### src/rtl/debug_pkg.sv
// Shared definitions for the pipeline debug controller: command bytes,
// controller states and the layout of the snapshot dump.
package debug_pkg;

  // Snapshot geometry
  localparam int NUM_REGS    = 32;
  localparam int MEM_WORDS   = 32;
  localparam int TOTAL_WORDS = 1 + NUM_REGS + MEM_WORDS + 1;
  localparam int IDX_W       = 7;

  // Word-index boundaries of each dump section
  localparam logic [IDX_W-1:0] WIDX_PC        = IDX_W'(0);
  localparam logic [IDX_W-1:0] WIDX_REG_FIRST = IDX_W'(1);
  localparam logic [IDX_W-1:0] WIDX_MEM_FIRST = IDX_W'(1 + NUM_REGS);
  localparam logic [IDX_W-1:0] WIDX_CNT       = IDX_W'(1 + NUM_REGS + MEM_WORDS);

  // Host command bytes
  localparam logic [7:0] CMD_RUN  = 8'h63;  // 'c'
  localparam logic [7:0] CMD_STEP = 8'h73;  // 's'
  localparam logic [7:0] CMD_DUMP = 8'h64;  // 'd'
  localparam logic [7:0] CMD_HALT = 8'h68;  // 'h'

  // Controller states
  typedef logic [2:0] state_t;
  localparam state_t ST_IDLE = 3'd0;
  localparam state_t ST_RUN  = 3'd1;
  localparam state_t ST_STEP = 3'd2;
  localparam state_t ST_LOAD = 3'd3;
  localparam state_t ST_WAIT = 3'd4;
  localparam state_t ST_SEND = 3'd5;

  // Which source feeds a given dump word
  typedef enum logic [1:0] {
    SEC_PC  = 2'd0,
    SEC_REG = 2'd1,
    SEC_MEM = 2'd2,
    SEC_CNT = 2'd3
  } section_e;

  function automatic section_e word_section(input logic [IDX_W-1:0] idx);
    if (idx == WIDX_PC) begin
      return SEC_PC;
    end else if (idx < WIDX_MEM_FIRST) begin
      return SEC_REG;
    end else if (idx < WIDX_CNT) begin
      return SEC_MEM;
    end else begin
      return SEC_CNT;
    end
  endfunction

endpackage

### src/rtl/debug_word_serializer.sv
// Takes one 32-bit word and hands it out MSB-first as four bytes over a
// valid/ready handshake; done_o pulses on the accept of the fourth byte.
module debug_word_serializer
  import debug_pkg::*;
(
  input  logic        clk,
  input  logic        rst_n,
  input  logic        load_i,
  input  logic [31:0] word_i,
  input  logic        ready_i,
  output logic        valid_o,
  output logic [7:0]  byte_o,
  output logic        done_o
);

  logic [31:0] word_q, word_d;
  logic [1:0]  cnt_q, cnt_d;
  logic        valid_q, valid_d;
  logic        accept;

  assign accept = valid_q && ready_i;

  // Load a fresh word, or shift the next byte up to the top on each accept
  always_comb begin
    word_d  = word_q;
    cnt_d   = cnt_q;
    valid_d = valid_q;
    if (load_i) begin
      word_d  = word_i;
      cnt_d   = 2'd0;
      valid_d = 1'b1;
    end else if (accept) begin
      word_d = {word_q[23:0], 8'h00};
      cnt_d  = cnt_q + 2'd1;
      if (cnt_q == 2'd3) begin
        valid_d = 1'b0;
      end
    end
  end

  // Serializer registers
  always_ff @(posedge clk or negedge rst_n) begin
    if (!rst_n) begin
      word_q  <= 32'h0;
      cnt_q   <= 2'd0;
      valid_q <= 1'b0;
    end else begin
      word_q  <= word_d;
      cnt_q   <= cnt_d;
      valid_q <= valid_d;
    end
  end

  assign valid_o = valid_q;
  assign byte_o  = word_q[31:24];
  assign done_o  = accept && (cnt_q == 2'd3);

endmodule

### src/rtl/debug_unit.sv
// Host debug controller for the MIPS pipeline: decodes UART commands,
// gates the pipeline clock for run/step, counts executed cycles and
// streams a PC/register/memory/cycle-count snapshot back over the UART.
//
// state | meaning
// IDLE  | waiting for a command byte
// RUN   | pipeline free-running until halt or 'h'
// STEP  | one enabled pipeline cycle
// LOAD  | select the source of the current dump word
// WAIT  | source settled; word latched into the serializer
// SEND  | four bytes of the word handed to the transmitter
module debug_unit
  import debug_pkg::*;
(
  input  logic        clk,
  input  logic        rst_n,
  input  logic [7:0]  rx_data,
  input  logic        rx_valid,
  output logic [7:0]  tx_data,
  output logic        tx_valid,
  input  logic        tx_ready,
  output logic        pipe_clk_en,
  input  logic        halt,
  input  logic [31:0] pc_value,
  output logic [4:0]  reg_sel,
  input  logic [31:0] reg_data,
  output logic        debug_mode,
  output logic [31:0] debug_addr,
  input  logic [31:0] mem_data,
  output logic        busy
);

  state_t           state_q, state_d;
  logic [IDX_W-1:0] idx_q, idx_d;
  logic [31:0]      cyc_q;
  section_e         sec;
  logic             stop_req;
  logic             last_word;
  logic             dump_phase;
  logic             ser_load;
  logic             ser_done;
  logic [31:0]      ser_word;

  assign sec        = word_section(idx_q);
  assign last_word  = (idx_q == WIDX_CNT);
  assign stop_req   = halt || (rx_valid && (rx_data == CMD_HALT));
  assign dump_phase = (state_q == ST_LOAD) || (state_q == ST_WAIT) ||
                      (state_q == ST_SEND);

  // Command decode and dump sequencing
  always_comb begin
    state_d = state_q;
    idx_d   = idx_q;
    case (state_q)
      ST_IDLE: begin
        if (rx_valid) begin
          case (rx_data)
            CMD_RUN:  state_d = ST_RUN;
            CMD_STEP: state_d = ST_STEP;
            CMD_DUMP: state_d = ST_LOAD;
            default:  state_d = ST_IDLE;
          endcase
        end
      end
      ST_RUN: begin
        if (stop_req) begin
          state_d = ST_LOAD;
        end
      end
      ST_STEP: state_d = ST_LOAD;
      ST_LOAD: state_d = ST_WAIT;
      ST_WAIT: state_d = ST_SEND;
      ST_SEND: begin
        if (ser_done) begin
          if (last_word) begin
            state_d = ST_IDLE;
            idx_d   = WIDX_PC;
          end else begin
            state_d = ST_LOAD;
            idx_d   = idx_q + IDX_W'(1);
          end
        end
      end
      default: begin
        state_d = ST_IDLE;
        idx_d   = WIDX_PC;
      end
    endcase
  end

  // FSM state and dump word index
  always_ff @(posedge clk or negedge rst_n) begin
    if (!rst_n) begin
      state_q <= ST_IDLE;
      idx_q   <= WIDX_PC;
    end else begin
      state_q <= state_d;
      idx_q   <= idx_d;
    end
  end

  // Executed-cycle counter; wraps naturally, cleared only by reset
  always_ff @(posedge clk or negedge rst_n) begin
    if (!rst_n) begin
      cyc_q <= 32'h0;
    end else if (pipe_clk_en) begin
      cyc_q <= cyc_q + 32'd1;
    end
  end

  // Word source mux; memory data is one cycle behind debug_addr, so it is
  // only sampled in WAIT, after LOAD has held the address for a cycle
  always_comb begin
    ser_word = 32'h0;
    case (sec)
      SEC_PC:  ser_word = pc_value;
      SEC_REG: ser_word = reg_data;
      SEC_MEM: ser_word = mem_data;
      SEC_CNT: ser_word = cyc_q;
      default: ser_word = 32'h0;
    endcase
  end

  assign ser_load = (state_q == ST_WAIT);

  debug_word_serializer u_ser (
    .clk     (clk),
    .rst_n   (rst_n),
    .load_i  (ser_load),
    .word_i  (ser_word),
    .ready_i (tx_ready),
    .valid_o (tx_valid),
    .byte_o  (tx_data),
    .done_o  (ser_done)
  );

  // Source selects are decoded straight from the word index so they drop
  // together with the state registers on an asynchronous reset
  assign reg_sel     = (sec == SEC_REG) ? 5'(idx_q - WIDX_REG_FIRST) : 5'd0;
  assign debug_mode  = dump_phase && (sec == SEC_MEM);
  assign debug_addr  = debug_mode ? 32'(idx_q - WIDX_MEM_FIRST) : 32'h0;
  assign pipe_clk_en = (state_q == ST_RUN) || (state_q == ST_STEP);
  assign busy        = (state_q != ST_IDLE);

endmodule

### config.mk
export PLATFORM = sky130hd
export DESIGN_NAME = debug_unit
export DESIGN_NICKNAME = d
export VERILOG_FILES = /design/src/rtl/debug_pkg.sv /design/src/rtl/debug_word_serializer.sv /design/src/rtl/debug_unit.sv
export SDC_FILE = /design/constraint.sdc
export NUM_CORES = 1
export LEC_CHECK = 0
export ABC_AREA = 1
export ABC_CLOCK_PERIOD_IN_PS = 4100
export CORE_UTILIZATION = 45
export CTS_BUF_LIST = sky130_fd_sc_hd__clkbuf_2 sky130_fd_sc_hd__clkbuf_4 sky130_fd_sc_hd__clkbuf_8
export CTS_CLUSTER_DIAMETER = 40
export DETAILED_ROUTE_END_ITERATION = 10
export GPL_ROUTABILITY_DRIVEN = 0
export HOLD_SLACK_MARGIN = 0.08
export MAX_ROUTING_LAYER = met4
export PLACE_DENSITY_LB_ADDON = 0.12
export SYNTH_ARGS = -nofsm -noshare
export SYNTH_HDL_FRONTEND = slang
export SYNTH_HIERARCHICAL = 1
export SYNTH_SLANG_ARGS = --single-unit
### constraint.sdc
create_clock -name clk -period 4.1 [get_ports clk]
set_input_delay 0.82 -clock clk [delete_from_list [all_inputs] [get_ports clk]]
set_output_delay 0.82 -clock clk [all_outputs]
set_load 0.02 [all_outputs]
Word level (Yosys, flattened, before mapping)
Index checks and enable logic that the tools add are counted.

operators by class
  $add $sub $neg = 5
  $lt $le $gt $ge = 2
  equality and inequality tests = 17
  multiplexer cells = 22
  bitwise operators = 1
  reductions and logical operators = 18

operators by type and width
  operator               count
  $pmux 32 s4            1
  $mux 32                3
  $add 32x1->32 const B  1
  $eq 8x7->1 const B     4
  $pmux 3 s6             1
  $mux 7                 2
  $pmux 7 s2             1
  $mux 2                 5
  $mux 3                 3
  $sub 7x6->8 const B    1
  $add 7x1->7 const B    1
  $eq 7x7->1 const B     1
  $logic_not 7->1        1
  $lt 7x6->1 const B     1
  $lt 7x7->1 const B     1
  $eq 2x2->1 const B     3
  $eq 3x2->1 const B     2
  $eq 3x3->1 const B     2
  $ne 2x2->1 const B     3
  $pmux 2 s3             1
  $mux 5                 1
  $reduce_or 5->1        1
  $sub 5x1->5 const B    1
  $logic_and 1x1->1      4
  12 further kinds       20

word-level totals
  register bits = 77
  bits of input ports = 109
  output and inout port bits = 49
  logic and storage cells = 71

Logic depth before layout (Yosys ltp)
  depth after elaboration = 7
  depth in mapped cells = 12

By module
The synthesis kept the hierarchy.

by module, submodules not included
  module                 instances  cells an instance  area an instance (um^2)  seq. area each (um^2)
  debug_unit             1          654                4162.7                   1051.0
  debug_word_serializer  1          235                1799.2                   875.8

Worst setup path after synthesis
No wires, ideal clock.

  path type = reg-to-output
  from = reg idx_q[0]
  to = out debug_addr[10]
  data arrival time = 2.679 ns
  required time = 3.280 ns
  setup slack = 0.601 ns
  stages on the path, launching flop included = 9
  path through = dfrtp_1 > inv_1 > ha_1 > nand2_2 > nand3_2 > nand2_2 > nand4_2 > nor2_1 > buf_4

on the way
  word-level cells in the longest chain between the ends = 7
  elaborated cells on any way between the ends = 10
  those cells by class = add/sub (1); order compare (2); eq/ne (1); mux (4); reduce/logical (2)

ends and longest elaborated chain
  element                 line               source
  start, declared         debug_unit.sv:34   logic [IDX_W-1:0] idx_q, idx_d;
  start signal, assigned  debug_unit.sv:98   idx_q <= idx_d;
  $lt 7x7->1              debug_pkg.sv:45    end else if (idx < WIDX_CNT) begin
  $mux 1                  debug_pkg.sv:45
  $mux 2                  debug_pkg.sv:43    end else if (idx < WIDX_MEM_FIRST) begin
  $mux 2                  debug_pkg.sv:41    if (idx == WIDX_PC) begin
  $eq 2x2->1              debug_unit.sv:140  assign debug_mode = dump_phase && (sec == SEC_MEM);
  $logic_and 1x1->1       debug_unit.sv:140
  $mux 32 *               debug_unit.sv:141  assign debug_addr = debug_mode ? 32'(idx_q - WIDX_MEM_FIRST) : 32'h0;
  end, declared           debug_unit.sv:28   output logic [31:0] debug_addr,

Every way passes the cells marked *; elsewhere a longest branch is shown, timed or not.

Final worst setup path
  from = reg idx_q[0]
  to = out debug_addr[13]

The elaborated chain is that of the path after synthesis.

==> summary.md <==
| Metric | Value |
|---|---|
| Maximum number of pins on one net before global-route repair | `roughly 80` |
| Number of CTS-inserted buffers | `9` |
| Start-to-end type of the worst setup path | `reg -> out` |
| Final setup vio count | `0` |
| DR vias | `6399` |
| Die footprint | `13700 sq um` |
| Number of filler cells placed in the layout | `1241` |
| Sequential power share | `30.4%` |
| Flop and latch count out of synthesis | `77` |
| Register-to-register setup slack | `approximately 1.9 ns` |
| Share of async-settable or async-resettable flops after synthesis | `between 90% and 100%` |
| Site row count | `41` |
| Overall power consumption | `3.43 mW` |
| Highest attainable clock frequency | `0.271 GHz` |
| Initial Util | `46.7%` |
| Outcome | `complete, no violations` |
| Max-cap violations | `0` |
| Switching part of the total power | `42.3%` |
| Unique masters post-synth | `30` |
| Yosys warning total | `6` |
| Post-synthesis cell area | `5960 sq um` |
| Hold-fix buffers at CTS | `0` |
| Met2 track demand over resource in global routing | `46.9%` |
| Part of the Yosys area used for sequential elements | `32.3%` |
| ANT nets after route | `0` |
| Routed len/inst | `16.4 microns` |
| CTS tree | `yes` |
| Most frequently used flop master after synthesis | `dfrtp_1` |
| Most congested layer reported by global routing | `met2` |
| Fin Hold WS | `0.509 ns` |
| Leading cell types in the layout, fill and taps excluded | `279 x nand2_1, 155 x clkdlybuf4s50_1, 124 x nand3_1, 109 x nand4_1, 77 x dfrtp_1` |
| Number of cells on the worst hold path | `2` |
| Leading cell type in the layout, fill and taps excluded | `nand2_1` |
| Horiz. Die Dim | `117 microns` |
| Static power due to leakage | `3.47 nW` |
| Final clock period utilization by the worst path | `90.0%` |
| I/O pin total | `about 160` |
| Die Span Y | `117 microns` |
| Critical path endpoint category | `output port` |
| Drt first pass iters | `5` |
| Clock-pin slew reported for the worst setup and hold paths after clock tree synthesis | `0.08 ns` |
| Proportion of layout cells with a drive suffix above 1 | `~6%` |
| Count of buffers from port buffering | `156` |
| DP HPWL | `14000 microns` |
| Number of standard cells in the layout, taps in and fillers out | `1163` |
| Longest Clk Path Bufs | `2` |
| H-tree levels | `3` |
| Met3 capacity usage during global routing | `4.74%` |
| Drt drc | `0` |
| Worst Setup Slack post-DPL | `0.808 ns` |
| Overall track demand over capacity in global routing | `29.6%` |
| Relative area change from synthesis to final layout | `27.0%` |
| Initial antenna violation count | `0` |
| Max IR drop VDD | `0.350 mV` |
| Number of enable flip-flop cells after synthesis | `0` |
| Cells after synthesis | `approximately 890` |
| Net count of the mapped netlist | `roughly 1000` |
| Post-CTS Repair Setup Buffers | `0` |
| Hold path start | `u_ser/word_q[29]` |
| Sw Pwr | `1.45 mW` |
| Arrival time of the worst setup path | `2.87 ns` |
| Total inserted antenna cells | `0` |
| Met1 track utilization from global routing | `38.8%` |
| Worst skew pair latency | `roughly 0.37 ns` |
| Total Nets Final | `between 1000 and 1500` |
| Comb pwr share | `47.7%` |
| Iteration-0 DRC count of the detailed router | `721` |
| Final hold vios | `0` |
| Core area | `about 13000 sq um` |
| Unrepaired setup endpoints after global routing | `no` |
| Remaining global-route overflow | `0` |
| Worst Skew | `0.0139 ns` |
| Avg Synthesized Cell Area | `between 6 and 7 sq um` |
| Final number of max-transition violations | `0` |
| Vias in the first global route | `5868` |
| Via-per-instance ratio | `5.50` |
| Worst min path class | `reg -> reg` |
| Maximum fanout along the worst path | `25` |
| Wire length of the first global-routing pass | `29900 microns` |
| Cell internal pwr | `1.98 mW` |
| Endpoint of the worst register-to-register path | `u_ser/word_q[19]` |
| Root buf cell | `clkbuf_8` |
| CP Launch Type | `flop` |
| Worst-case setup margin in the final layout | `0.408 ns` |
| Drt total wl | `about 19000 microns` |
| CP required | `3.28 ns` |
| Worst flop-to-flop path startpoint | `idx_q[0]` |
| Num Clock Sinks | `77` |
| Final setup TNS | `0 ns` |
| Actual transition at the worst max-transition pin | `between 1 and 1.5 ns` |
| Number of placed instances with taps included | `1147` |
| Power per Cell Area | `approximately 450 nW/um^2` |
| Slew Limit Headroom | `31.7%` |
| Hold path endpoint | `u_ser/word_q[29]` |
| Post-CTS resize count | `0` |
| Clock network fraction of total power | `22.0%` |
| Logic depth of the worst register-to-register path | `12` |
| Final Critical Period | `3.69 ns` |
==> synth_stat cells, drive strengths merged, types with 7 or more instances <==
library cell	n	area [sq um]
nor2	80	362
buf	64	463
inv	64	248
xor2	14	123
nand3	126	641
nor3	7	35.0
dfrtp	77	1930
nand2	287	1100
clkbuf	20	75.1
xnor2	8	70.1
o21ai	17	85.1
nand4	111	707
==> stage by stage <==
| stage | area [sq um] | utilization (%) |
|---|---|---|
| 3_5_place_dp | 7310 | 57.2 |
| 6_report | 7570 | 59.3 |
| 4_1_cts | 7570 | 59.3 |
| 3_3_place_gp | 7310 | 57.2 |
| 5_1_grt | 7570 | 59.3 |
| 2_1_floorplan | 5960 | - |
==> flip-flops by register name, summed over array words and instances, names as in the netlist <==
signal	cells
cyc_q	32
state_q	3
u_ser/cnt_q	2
u_ser/valid_o	1
idx_q	7
u_ser/word_q	32
==> critical path, cell delays in order, from the launching register on <==
cell and delay (ns):
dfrtp_1 0.54, inv_1 0.15, ha_1 0.26, nand2_2 0.10, nand3_2 0.08, nand2_2 0.08, nand4_2 0.23, nor2_1 0.17
buf_4 0.25, clkdlybuf4s50_1 0.65
==> layout make-up <==
cell class / instances / area, sq um / area share (%)
timing repair buffer: 170 / 1660 / 22.0
tap: 172 / 215 / 2.84
clock inverter: 3 / 90.1 / 1.19
clock buffer: 13 / 173 / 2.28
multi-input combinational: 664 / 3250 / 43.0
inverter: 64 / 248 / 3.27
sequential: 77 / 1930 / 25.5
==> power by group through the flow <==
stage               Sequential (mW)  Combinational, mW  Clock, mW
floorplan                      1.03               1.22          0
global placement               1.05               1.61          0
detailed placement             1.05               1.62          0
CTS                            1.04               1.63      0.762
global route                   1.06               1.83      0.794
finish                         1.04               1.64      0.754
==> worst max-delay path by stage <==
stage,depth (start not counted),endpoint,from,slack [ns]
floorplan,8,debug_addr[10],idx_q[0],0.60
global placement,9,debug_addr[16],idx_q[0],0.86
detailed placement,9,debug_addr[19],idx_q[0],0.81
CTS,9,debug_addr[19],idx_q[0],0.39
global route,9,debug_addr[26],idx_q[0],0.16
finish,9,debug_addr[13],idx_q[0],0.41
==> per-layer routing <==
layer | vias to the layer above | wire, microns
li1 | 3124 | -
met1 | 2991 | 8220
met2 | 246 | 9140
met3 | 38 | 1230
met4 | 0 | 465
met5 | - | 0
==> cells by family after synthesis <==
family,Yosys count,synth area share (%)
AO/OA/AOI/OAI,19,1.64
XOR/XNOR,22,3.23
adder cells (fa/ha/maj),6,1.26
buffers and inverters,148,13.2
flip-flops,77,32.3
other,1,0.0629
AND/OR/NAND/NOR,616,48.3
(Power assumes the default switching activity.)
